===== config.mk =====
export PLATFORM = sky130hd
export DESIGN_NAME = cpu_ctrl_flat
export DESIGN_NICKNAME = d
export VERILOG_FILES = /design/src/rtl/cpu_ctrl_pkg.sv /design/src/rtl/cpu_ctrl_if.sv /design/src/rtl/cpu_ctrl.sv /design/src/flat_wrapper.sv
export SDC_FILE = /design/constraint.sdc
export NUM_CORES = 1
export LEC_CHECK = 0
export BUFFER_PORTS_ARGS = -buffer_cell sky130_fd_sc_hd__buf_2
export CAP_MARGIN = 30
export CELL_PAD_IN_SITES_DETAIL_PLACEMENT = 1
export CELL_PAD_IN_SITES_GLOBAL_PLACEMENT = 1
export CORE_ASPECT_RATIO = 2
export CORE_MARGIN = 3
export CORE_UTILIZATION = 34
export DETAILED_ROUTE_END_ITERATION = 8
export PLACE_DENSITY_LB_ADDON = 0.1
export REMOVE_ABC_BUFFERS = 1
export SLEW_MARGIN = 20
export SYNTH_ARGS = -nofsm -noshare
export SYNTH_HDL_FRONTEND = slang
export SYNTH_SLANG_ARGS = --single-unit
export TNS_END_PERCENT = 10

===== constraint.sdc =====
create_clock -name clk -period 2.8 [get_ports clk]
set_input_delay 0.28 -clock clk [delete_from_list [all_inputs] [get_ports clk]]
set_output_delay 0.28 -clock clk [all_outputs]
set_load 0.1 [all_outputs]

===== src/rtl/cpu_ctrl_pkg.sv =====
// Shared parameters for the cpu_ctrl slice: datapath widths, instruction
// field offsets, the halt opcode and the controller state encoding.
package cpu_ctrl_pkg;

    localparam int DATA_WIDTH   = 8;
    localparam int BUS_WIDTH    = 8;
    localparam int OPCODE_WIDTH = 6;
    localparam int INSTR_WIDTH  = 32;

    // Instruction layout: [31:26] opcode, [25:24] reserved,
    // [23:16] dst, [15:8] src1, [7:0] src2
    localparam int OPC_LSB  = 26;
    localparam int RSV_LSB  = 24;
    localparam int DST_LSB  = 16;
    localparam int SRC1_LSB = 8;
    localparam int SRC2_LSB = 0;

    localparam logic [OPCODE_WIDTH-1:0] OPC_HALT = '1;

    typedef enum logic [2:0] {
        SIDLE  = 3'd0,
        SFETCH = 3'd1,
        SREAD  = 3'd2,
        SCALC  = 3'd3,
        SWRITE = 3'd4,
        SHALT  = 3'd5
    } state_t;

endpackage


===== src/rtl/cpu_ctrl_if.sv =====
// Bus bundle between the cpu_ctrl sequencer and its environment
// (instruction memory, register file, ALU, status).
//   master : cpu_ctrl side (drives fetch request, rf/alu controls, status)
//   slave  : environment side (drives run, fetch data/ack, rf read data,
//            alu result/status)
interface cpu_ctrl_if
    import cpu_ctrl_pkg::*;
#(
    parameter int DATA_WIDTH   = cpu_ctrl_pkg::DATA_WIDTH,
    parameter int BUS_WIDTH    = cpu_ctrl_pkg::BUS_WIDTH,
    parameter int OPCODE_WIDTH = cpu_ctrl_pkg::OPCODE_WIDTH,
    parameter int INSTR_WIDTH  = cpu_ctrl_pkg::INSTR_WIDTH
);
    logic                    run;
    logic                    imem_req;
    logic [BUS_WIDTH-1:0]    imem_addr;
    logic [INSTR_WIDTH-1:0]  imem_rdata;
    logic                    imem_ack;
    logic [BUS_WIDTH-1:0]    rf_raddr1;
    logic [BUS_WIDTH-1:0]    rf_raddr2;
    logic [DATA_WIDTH-1:0]   rf_rdata1;
    logic [DATA_WIDTH-1:0]   rf_rdata2;
    logic                    alu_en;
    logic [OPCODE_WIDTH-1:0] alu_opcode;
    logic [DATA_WIDTH-1:0]   alu_value1;
    logic [DATA_WIDTH-1:0]   alu_value2;
    logic [BUS_WIDTH-1:0]    alu_addr1;
    logic [BUS_WIDTH-1:0]    alu_addr2;
    logic [DATA_WIDTH-1:0]   alu_result;
    logic                    alu_calc_done;
    logic                    alu_err;
    logic                    alu_finish;
    logic                    rf_we;
    logic [BUS_WIDTH-1:0]    rf_waddr;
    logic [DATA_WIDTH-1:0]   rf_wdata;
    logic                    halted;
    logic                    fault;
    logic [2:0]              state;
    logic [15:0]             retired;

    modport master (
        input  run, imem_rdata, imem_ack, rf_rdata1, rf_rdata2,
               alu_result, alu_calc_done, alu_err, alu_finish,
        output imem_req, imem_addr, rf_raddr1, rf_raddr2, alu_en, alu_opcode,
               alu_value1, alu_value2, alu_addr1, alu_addr2, rf_we, rf_waddr,
               rf_wdata, halted, fault, state, retired
    );

    modport slave (
        output run, imem_rdata, imem_ack, rf_rdata1, rf_rdata2,
               alu_result, alu_calc_done, alu_err, alu_finish,
        input  imem_req, imem_addr, rf_raddr1, rf_raddr2, alu_en, alu_opcode,
               alu_value1, alu_value2, alu_addr1, alu_addr2, rf_we, rf_waddr,
               rf_wdata, halted, fault, state, retired
    );

endinterface


===== src/rtl/cpu_ctrl.sv =====
// cpu_ctrl: instruction sequencer for an external ALU and register file.
// Fetches one instruction per pass, reads its operands, runs the ALU and
// writes the result back; stops on the halt opcode or an ALU error.
// Ports:
//   clk  : rising-edge clock
//   rst  : asynchronous reset, active high
//   bus  : cpu_ctrl_if.master (fetch, rf read/write, alu control, status)
//
// state  | meaning
// -------+---------------------------------------------------
// SIDLE  | wait for run
// SFETCH | imem_req high at pc until imem_ack; latch IR, pc+1
// SREAD  | latch rf read data as ALU operands; halt opcode check
// SCALC  | alu_en high until calc_done (or alu_err -> fault)
// SWRITE | one-cycle rf write of alu_result, bump retired
// SHALT  | terminal until reset
module cpu_ctrl
    import cpu_ctrl_pkg::*;
#(
    parameter int DATA_WIDTH   = cpu_ctrl_pkg::DATA_WIDTH,
    parameter int BUS_WIDTH    = cpu_ctrl_pkg::BUS_WIDTH,
    parameter int OPCODE_WIDTH = cpu_ctrl_pkg::OPCODE_WIDTH,
    parameter int INSTR_WIDTH  = cpu_ctrl_pkg::INSTR_WIDTH
) (
    input  logic        clk,
    input  logic        rst,
    cpu_ctrl_if.master  bus
);

    state_t                  r_state;
    state_t                  w_next;
    logic [BUS_WIDTH-1:0]    r_pc;
    logic [INSTR_WIDTH-1:0]  r_ir;
    logic [DATA_WIDTH-1:0]   r_val1;
    logic [DATA_WIDTH-1:0]   r_val2;
    logic [15:0]             r_retired;
    logic                    r_fault;
    logic [OPCODE_WIDTH-1:0] w_opcode;
    logic                    w_unused;

    assign w_opcode = r_ir[OPC_LSB +: OPCODE_WIDTH];

    always_comb begin
        w_next = r_state;
        case (r_state)
            SIDLE:   if (bus.run) w_next = SFETCH;
            SFETCH:  if (bus.imem_ack) w_next = SREAD;
            SREAD:   w_next = (w_opcode == OPC_HALT) ? SHALT : SCALC;
            SCALC: begin
                // error takes priority over a simultaneous calc_done
                if (bus.alu_err)            w_next = SHALT;
                else if (bus.alu_calc_done) w_next = SWRITE;
            end
            SWRITE:  w_next = SFETCH;
            SHALT:   w_next = SHALT;
            default: w_next = SHALT;
        endcase
    end

    always_ff @(posedge clk or posedge rst) begin
        if (rst) begin
            r_state   <= SIDLE;
            r_pc      <= '0;
            r_ir      <= '0;
            r_val1    <= '0;
            r_val2    <= '0;
            r_retired <= '0;
            r_fault   <= 1'b0;
        end else begin
            r_state <= w_next;
            if (r_state == SFETCH && bus.imem_ack) begin
                r_ir <= bus.imem_rdata;
                r_pc <= r_pc + BUS_WIDTH'(1);
            end
            if (r_state == SREAD) begin
                r_val1 <= bus.rf_rdata1;
                r_val2 <= bus.rf_rdata2;
            end
            if (r_state == SCALC && bus.alu_err) begin
                r_fault <= 1'b1;
            end
            if (r_state == SWRITE && r_retired != 16'hFFFF) begin
                r_retired <= r_retired + 16'd1;
            end
        end
    end

    assign bus.imem_req   = (r_state == SFETCH);
    assign bus.imem_addr  = r_pc;
    assign bus.rf_raddr1  = r_ir[SRC1_LSB +: BUS_WIDTH];
    assign bus.rf_raddr2  = r_ir[SRC2_LSB +: BUS_WIDTH];
    assign bus.alu_en     = (r_state == SCALC);
    assign bus.alu_opcode = w_opcode;
    assign bus.alu_value1 = r_val1;
    assign bus.alu_value2 = r_val2;
    assign bus.alu_addr1  = r_ir[SRC1_LSB +: BUS_WIDTH];
    assign bus.alu_addr2  = r_ir[SRC2_LSB +: BUS_WIDTH];
    assign bus.rf_we      = (r_state == SWRITE);
    assign bus.rf_waddr   = r_ir[DST_LSB +: BUS_WIDTH];
    // write data gated so the bus reads zero whenever no write is strobed
    assign bus.rf_wdata   = (r_state == SWRITE) ? bus.alu_result : '0;
    assign bus.halted     = (r_state == SHALT);
    assign bus.fault      = r_fault;
    assign bus.state      = r_state;
    assign bus.retired    = r_retired;

    // alu_finish and the reserved IR bits carry no meaning for sequencing
    assign w_unused = ^{bus.alu_finish, r_ir[RSV_LSB +: 2]};

endmodule


===== src/flat_wrapper.sv =====
// flat-port wrapper written by rule: the top's interface ports become plain ports
module cpu_ctrl_flat import cpu_ctrl_pkg::*;
#(
    parameter int DATA_WIDTH   = cpu_ctrl_pkg::DATA_WIDTH,
    parameter int BUS_WIDTH    = cpu_ctrl_pkg::BUS_WIDTH,
    parameter int OPCODE_WIDTH = cpu_ctrl_pkg::OPCODE_WIDTH,
    parameter int INSTR_WIDTH  = cpu_ctrl_pkg::INSTR_WIDTH
)
  (clk, rst, bus_run, bus_imem_rdata, bus_imem_ack, bus_rf_rdata1, bus_rf_rdata2, bus_alu_result, bus_alu_calc_done, bus_alu_err, bus_alu_finish, bus_imem_req, bus_imem_addr, bus_rf_raddr1, bus_rf_raddr2, bus_alu_en, bus_alu_opcode, bus_alu_value1, bus_alu_value2, bus_alu_addr1, bus_alu_addr2, bus_rf_we, bus_rf_waddr, bus_rf_wdata, bus_halted, bus_fault, bus_state, bus_retired);
  cpu_ctrl_if #(.DATA_WIDTH(DATA_WIDTH), .BUS_WIDTH(BUS_WIDTH), .OPCODE_WIDTH(OPCODE_WIDTH), .INSTR_WIDTH(INSTR_WIDTH)) bus_i ();
  input  logic clk;
  input  logic rst;
  input wire logic [$bits(bus_i.run)-1:0] bus_run;
  input wire logic [$bits(bus_i.imem_rdata)-1:0] bus_imem_rdata;
  input wire logic [$bits(bus_i.imem_ack)-1:0] bus_imem_ack;
  input wire logic [$bits(bus_i.rf_rdata1)-1:0] bus_rf_rdata1;
  input wire logic [$bits(bus_i.rf_rdata2)-1:0] bus_rf_rdata2;
  input wire logic [$bits(bus_i.alu_result)-1:0] bus_alu_result;
  input wire logic [$bits(bus_i.alu_calc_done)-1:0] bus_alu_calc_done;
  input wire logic [$bits(bus_i.alu_err)-1:0] bus_alu_err;
  input wire logic [$bits(bus_i.alu_finish)-1:0] bus_alu_finish;
  output wire logic [$bits(bus_i.imem_req)-1:0] bus_imem_req;
  output wire logic [$bits(bus_i.imem_addr)-1:0] bus_imem_addr;
  output wire logic [$bits(bus_i.rf_raddr1)-1:0] bus_rf_raddr1;
  output wire logic [$bits(bus_i.rf_raddr2)-1:0] bus_rf_raddr2;
  output wire logic [$bits(bus_i.alu_en)-1:0] bus_alu_en;
  output wire logic [$bits(bus_i.alu_opcode)-1:0] bus_alu_opcode;
  output wire logic [$bits(bus_i.alu_value1)-1:0] bus_alu_value1;
  output wire logic [$bits(bus_i.alu_value2)-1:0] bus_alu_value2;
  output wire logic [$bits(bus_i.alu_addr1)-1:0] bus_alu_addr1;
  output wire logic [$bits(bus_i.alu_addr2)-1:0] bus_alu_addr2;
  output wire logic [$bits(bus_i.rf_we)-1:0] bus_rf_we;
  output wire logic [$bits(bus_i.rf_waddr)-1:0] bus_rf_waddr;
  output wire logic [$bits(bus_i.rf_wdata)-1:0] bus_rf_wdata;
  output wire logic [$bits(bus_i.halted)-1:0] bus_halted;
  output wire logic [$bits(bus_i.fault)-1:0] bus_fault;
  output wire logic [$bits(bus_i.state)-1:0] bus_state;
  output wire logic [$bits(bus_i.retired)-1:0] bus_retired;
  assign bus_i.run = bus_run;
  assign bus_i.imem_rdata = bus_imem_rdata;
  assign bus_i.imem_ack = bus_imem_ack;
  assign bus_i.rf_rdata1 = bus_rf_rdata1;
  assign bus_i.rf_rdata2 = bus_rf_rdata2;
  assign bus_i.alu_result = bus_alu_result;
  assign bus_i.alu_calc_done = bus_alu_calc_done;
  assign bus_i.alu_err = bus_alu_err;
  assign bus_i.alu_finish = bus_alu_finish;
  assign bus_imem_req = bus_i.imem_req;
  assign bus_imem_addr = bus_i.imem_addr;
  assign bus_rf_raddr1 = bus_i.rf_raddr1;
  assign bus_rf_raddr2 = bus_i.rf_raddr2;
  assign bus_alu_en = bus_i.alu_en;
  assign bus_alu_opcode = bus_i.alu_opcode;
  assign bus_alu_value1 = bus_i.alu_value1;
  assign bus_alu_value2 = bus_i.alu_value2;
  assign bus_alu_addr1 = bus_i.alu_addr1;
  assign bus_alu_addr2 = bus_i.alu_addr2;
  assign bus_rf_we = bus_i.rf_we;
  assign bus_rf_waddr = bus_i.rf_waddr;
  assign bus_rf_wdata = bus_i.rf_wdata;
  assign bus_halted = bus_i.halted;
  assign bus_fault = bus_i.fault;
  assign bus_state = bus_i.state;
  assign bus_retired = bus_i.retired;
  cpu_ctrl #(.DATA_WIDTH(DATA_WIDTH), .BUS_WIDTH(BUS_WIDTH), .OPCODE_WIDTH(OPCODE_WIDTH), .INSTR_WIDTH(INSTR_WIDTH)) u_core (.clk(clk), .rst(rst), .bus(bus_i));
endmodule

==> results of run 1 <==
[worst max-delay path by stage]
stage / endpoint / depth (start not counted) / from
2_1_floorplan: u_core.bus.imem_addr[7] / 4 / u_core.bus.state[0]
3_3_place_gp: bus_rf_wdata[1] / 4 / u_core.bus.state[0]
3_5_place_dp: bus_rf_wdata[3] / 4 / u_core.bus.state[0]
4_1_cts: bus_rf_wdata[3] / 4 / u_core.bus.state[0]
5_1_grt: bus_rf_wdata[3] / 4 / u_core.bus.state[0]
6_report: bus_rf_wdata[3] / 4 / u_core.bus.state[0]
[report_power, final]
part	leakage [nW]	switching (W)	internal [W]	total [W]
sequential	1.02	0	0.00107	0.00107
clock	0.159	0.000459	0.000806	0.00126
combinational	1.44	0.0000333	0.0000331	0.0000664
[layout by cell type, fill, tap and decap left out, types with 3 or more instances in the layout]
cell type / instances
and2_1: 9
buf_2: 161
buf_4: 6
clkbuf_16: 9
dfrtp_1: 74
inv_1: 3
mux2_2: 48
nand2_1: 13
nand3_1: 6
nand4_1: 6
nor2_1: 8
nor3_1: 6
nor3b_1: 4
o21ai_0: 4
xnor2_1: 5
xor2_1: 17
[kinds of logic (layout without fill, tap and decap cells)]
family	Yosys count	count (layout)	synth area share (%)
buffers and inverters	29	188	5.81
AND/OR/NAND/NOR	67	67	12.3
AO/OA/AOI/OAI	11	11	2.10
XOR/XNOR	22	22	5.89
flip-flops	74	74	56.6
multiplexers	48	48	16.5
adder cells (fa/ha/maj)	2	2	0.764
[stage by stage]
| step | hold WS [ps] | total power, W | worst slack [ps] | setup TNS (ps) |
|---|---|---|---|---|
| 6_report | 175 | 0.00240 | 344 | 0 |
| 5_1_grt | 164 | 0.00249 | 158 | 0 |
| 4_1_cts | 162 | 0.00244 | 300 | 0 |
| 3_5_place_dp | 339 | 0.00116 | 665 | 0 |
| 3_3_place_gp | 330 | 0.00115 | 697 | 0 |
| 2_1_floorplan | 397 | 0.00111 | -2700 | -95360 |
[registers in the layout, indices dropped and copies added, names as in the netlist]
| register | count |
|---|---|
| u_core.bus.retired | 16 |
| u_core.r_ir | 30 |
| u_core.bus.fault | 1 |
| u_core.bus.imem_addr | 8 |
| u_core.bus.alu_value2 | 8 |
| u_core.bus.alu_value1 | 8 |
| u_core.bus.state | 3 |
[timing repair]
action / 4_1_cts / 5_1_grt
gates resized for setup: 0 / 0
hold buffers: 1 / 0
endpoints found under the hold margin: 19 / 0
[area by class of cell]
| class | instances | area [sq um] | share of cell area [%] |
|---|---|---|---|
| flip-flops and latches | 74 | 1850 | 41.8 |
| inverters | 4 | 15.0 | 0.339 |
| well taps | 104 | 130 | 2.94 |
| clock buffers | 10 | 239 | 5.39 |
| repair buffers | 168 | 861 | 19.4 |
| clock inverters | 6 | 90.1 | 2.03 |
| multi-input cells | 150 | 1250 | 28.1 |
[routing by layer]
layer  GRT usage (%)  wire [microns]
met5               0               0
met3            5.33             625
met1            16.9            3030
met2            27.5            4590
met4            6.64             158
==> out/results.txt, run 1 <==
Status = complete, no violations
Placed inst area = 0.00409 sq mm
Tmin final = 2460 ps
CP Class = flop to output port
Top cell family by delay on the critical path = simple AND/OR/NAND/NOR gates
Critical path arrival = 2180 ps
Row cnt = 50
Hold Path Depth = 2
Yosys warns = 0
Largest net degree at the start of global routing = 36
Die height = 145 microns
R2r endpoint = u_core.bus.retired[15]
Layout cells sized above 1 = 57.8%
Core Region = 0.00938 sq mm
CTS buffer count = 9
Initial antenna violation count = 0
HP Class = input pin to flop
Fill cells = 1068
Via density per instance = 4.84
RSZ-0062 raised after global routing = false
Setup-failing EPs final = 0
Clock transition at the registers of the reported paths = 60 ps
Leak = 2.63 nW
Vias in the first global route = 2645
Post-synthesis sequential area ratio = 56.6%
Final Hold Fails = 0
Most frequent cell after synthesis = dfrtp_1
# DRC = 0
Nets = 472
Power per Cell Area = 542 mW/mm^2
Cell taking the most area after synthesis = dfrtp_1
IO Port Bufs = 161
Crit Reg-Reg Startpoint = u_core.bus.state[0]
Netlist cell types = 37
Postcts setup bufs = 0
Total Die Area = 0.0109 sq mm
Main flop type after synthesis = dfrtp_1
Clk root buf = clkbuf_16
Area share of the largest cell type after synthesis = 56.6%
Reg-to-reg slack, setup = 700 ps
Initial DRC count = 74
Max-slew violation count = 0
Area grow syn2layout = 35.4%
Top cells by count, synth = dfrtp_1, mux2_2, buf_4, xor2_1, nand2_1
Syn Inst Count = 253
Netlist Area Pre-Place = 0.00327 sq mm
GRT Util Overall = 15.8%
Final wirelength = 8.41 mm
HPWL after detailed placement = 6.43 mm
Final Skew = 5.76 ps
CTS Buffer Depth = 2
Asr flop ratio synth = 100%
Depth of the most critical reg-to-reg path = 4
Worst Max-Slew Pin Slew = 615 ps
Worst Setup Start Kind = flop
Diode count = 0
Worst Path Buf+Inv = 2
Util after Layout = 47.2%
TritonCTS clock tree = built
Post-synth EDFFs = 0
Drt pass-1 iters = 4
Hold Crit Endpoint = u_core.bus.alu_value1[2]
Fin cells = 516
Vias post-DR = 2498
FMAX = 407 MHz
# H-tree levels = 3
Setup crit end kind = output port
Maximum vdd drop = 0.294 mV
Fin area = 0.00443 sq mm
Initial Utilization = 34.9%
Slowest stage delay, CP = 550 ps
Max Cap Viol = 0
Die Width = 75.4 microns
Total global routing overflow = 0
First-pass GRT wire length = 13.0 mm
Mean area per synthesized cell = 12.9 sq um
Hold Path Origin = bus_rf_rdata1[2]
Synthesized flop and latch total = 74
Dominant cells by area after synthesis = dfrtp_1, mux2_2, xor2_1, buf_4, and2_1
Wire per inst = 16.3 microns
Slew margin rel. = 58.7%
I/O pin cnt = 165
Inst Count DP = 499
Clk_lat worst skew = 330 ps
Critical Path, Cell by Cell = or3b_1 > inv_1 > and2_1 > buf_2
TritonCTS Sinks = 74
Period utilization = 87.7%
Worst path slowest cell = or3b_1
Required time worst endpoint = 2520 ps
CP Max Fanout = 10
Post-route ant nets = 0
Routability cong. = 0.768
(Power assumes the default switching activity.)
==> run 2, diff against run 1 <==
PLACE_DENSITY = 0.84   (was not set)
PLACE_DENSITY_LB_ADDON = not set   (was 0.1)
clock period = 2.6 ns   (was 2.8 ns; I/O delays follow)
==> out/results.txt, run 2 (same netlist as run 1, synthesis figures left out) <==
Slew margin rel. = 50.5%
CP Class = flop to output port
Total Die Area = 0.0109 sq mm
CP Max Fanout = 10
Reg power frac = 46.1%
Post-route ant nets = 0
Tmin final = 2320 ps
Required time worst endpoint = 2340 ps
TritonCTS Sinks = 74
Final Hold Fails = 0
Hold Slack = 52.6 ps
Area grow syn2layout = 35.3%
Layout cells sized above 1 = 58.0%
Setup-failing EPs final = 0
Via density per instance = 4.89
R2r endpoint = u_core.bus.retired[15]
Diode count = 0
Period utilization = 89.1%
Worst Setup SP = u_core.bus.state[0]
Total global routing overflow = 0
Wire per inst = 16.7 microns
Clk root buf = clkbuf_16
Most flops, register = u_core.r_ir
P_sw = 0.000512 W
Leak = 2.62 nW
Maximum vdd drop = 0.313 mV
IO Port Bufs = 161
HPWL after detailed placement = 6.77 mm
Nets = 472
Most frequent cells in the layout = buf_2, dfrtp_1, mux2_2, xor2_1, nand2_1
# DRC = 0
Status = complete, no violations
Setup ws final = 285 ps
Worst Max-Slew Pin Slew = 742 ps
Routability cong. = 0.710
Core Region = 0.00938 sq mm
Max-slew violation count = 0
Initial antenna violation count = 0
Initial DRC count = 43
CTS Buffer Depth = 2
CTS buffer count = 9
DP Worst Slack = 608 ps
Most common cell after layout, fill and taps aside = buf_2
Critical path arrival = 2060 ps
Largest net degree at the start of global routing = 41
GRT Util Overall = 16.3%
Setup crit end kind = output port
Power per Cell Area = 564 mW/mm^2
Depth of the most critical reg-to-reg path = 4
Crit Reg-Reg Startpoint = u_core.bus.state[0]
Vias post-DR = 2524
Comb power frac = 2.9%
Inst Count DP = 500
Reg-to-reg slack, setup = 660 ps
Pwr Total = 0.00250 W
Sw frac = 20.5%
Post-CTS sizing = 0
Int Pwr = 0.00199 W
Clock transition at the registers of the reported paths = 60 ps
Row cnt = 50
TritonCTS clock tree = built
Worst Setup Start Kind = flop
Largest register FFs = 30
Die Width = 75.4 microns
Die height = 145 microns
Max Cap Viol = 0
Clk_lat worst skew = 330 ps
First-pass GRT wire length = 13.3 mm
Fin cells = 516
Final wirelength = 8.63 mm
FMAX = 432 MHz
HP Class = input pin to asynchronous set/reset pin
Clock Power Share = 51.0%
Util after Layout = 47.2%
I/O pin cnt = 165
Final Skew = 6.65 ps
RSZ-0062 raised after global routing = false
# H-tree levels = 3
Initial Utilization = 34.9%
Postcts setup bufs = 0
Hold Buf Count CTS = 0
Vias in the first global route = 2747
Drt pass-1 iters = 4
-- run 2: changes by cell type in the layout (fill, tap and decap cells not counted), sizes merged --
cell,delta
buf,+1
bufinv,-1
clkbuf,+1
clkinv,-3
clkinvlp,+2
dlygate4sd3,-1
inv,+1
-- run 2: worst max-delay path by stage --
stage                                    to  depth (start not counted)
floorplan           u_core.bus.imem_addr[7]                          4
global placement            bus_rf_wdata[0]                          4
detailed placement          bus_rf_wdata[5]                          4
CTS                         bus_rf_wdata[5]                          4
global route                bus_rf_wdata[5]                          4
finish                      bus_rf_wdata[5]                          4
-- run 2: area by class of cell --
cell class                      count  area (sq um)
Clock buffer                       11           253
Tap cell                          104           130
Clock inverter                      5          61.3
Timing Repair Buffer              168           871
Multi-Input combinational cell    150          1250
Sequential cell                    74          1850
Fill cell                        1056          4960
Inverter                            4          15.0
-- run 2: power groups by stage --
stage / clock [W] / combinational [W] / sequential, W
global route: 0.00136 / 0.0000822 / 0.00115
CTS: 0.00132 / 0.0000741 / 0.00115
detailed placement: 0 / 0.0000739 / 0.00117
floorplan: 0 / 0.0000192 / 0.00117
finish: 0.00127 / 0.0000712 / 0.00115
global placement: 0 / 0.0000697 / 0.00117
-- run 2: stage by stage --
| stage | area, sq um | setup TNS, ps |
|---|---|---|
| 3_5_place_dp | 4110 | 0 |
| 6_report | 4430 | 0 |
| 5_1_grt | 4430 | 0 |
| 2_1_floorplan | 3100 | -105540 |
| 3_3_place_gp | 4110 | 0 |
| 4_1_cts | 4430 | 0 |
-- run 2: metal layers --
metal	track usage, %	part of all wire (%)	vias to the layer above
li1	-	-	1163
met1	15.4	33	1251
met2	30.6	59	93
met3	5.05	6.0	17
met4	7.47	2.2	0
met5	0	0	-
-- run 2: critical path, stage by stage (launching register included) --
cell and delay (ps):
dfrtp_1 370, or3b_1 520, inv_1 230, and2_1 170, buf_2 430
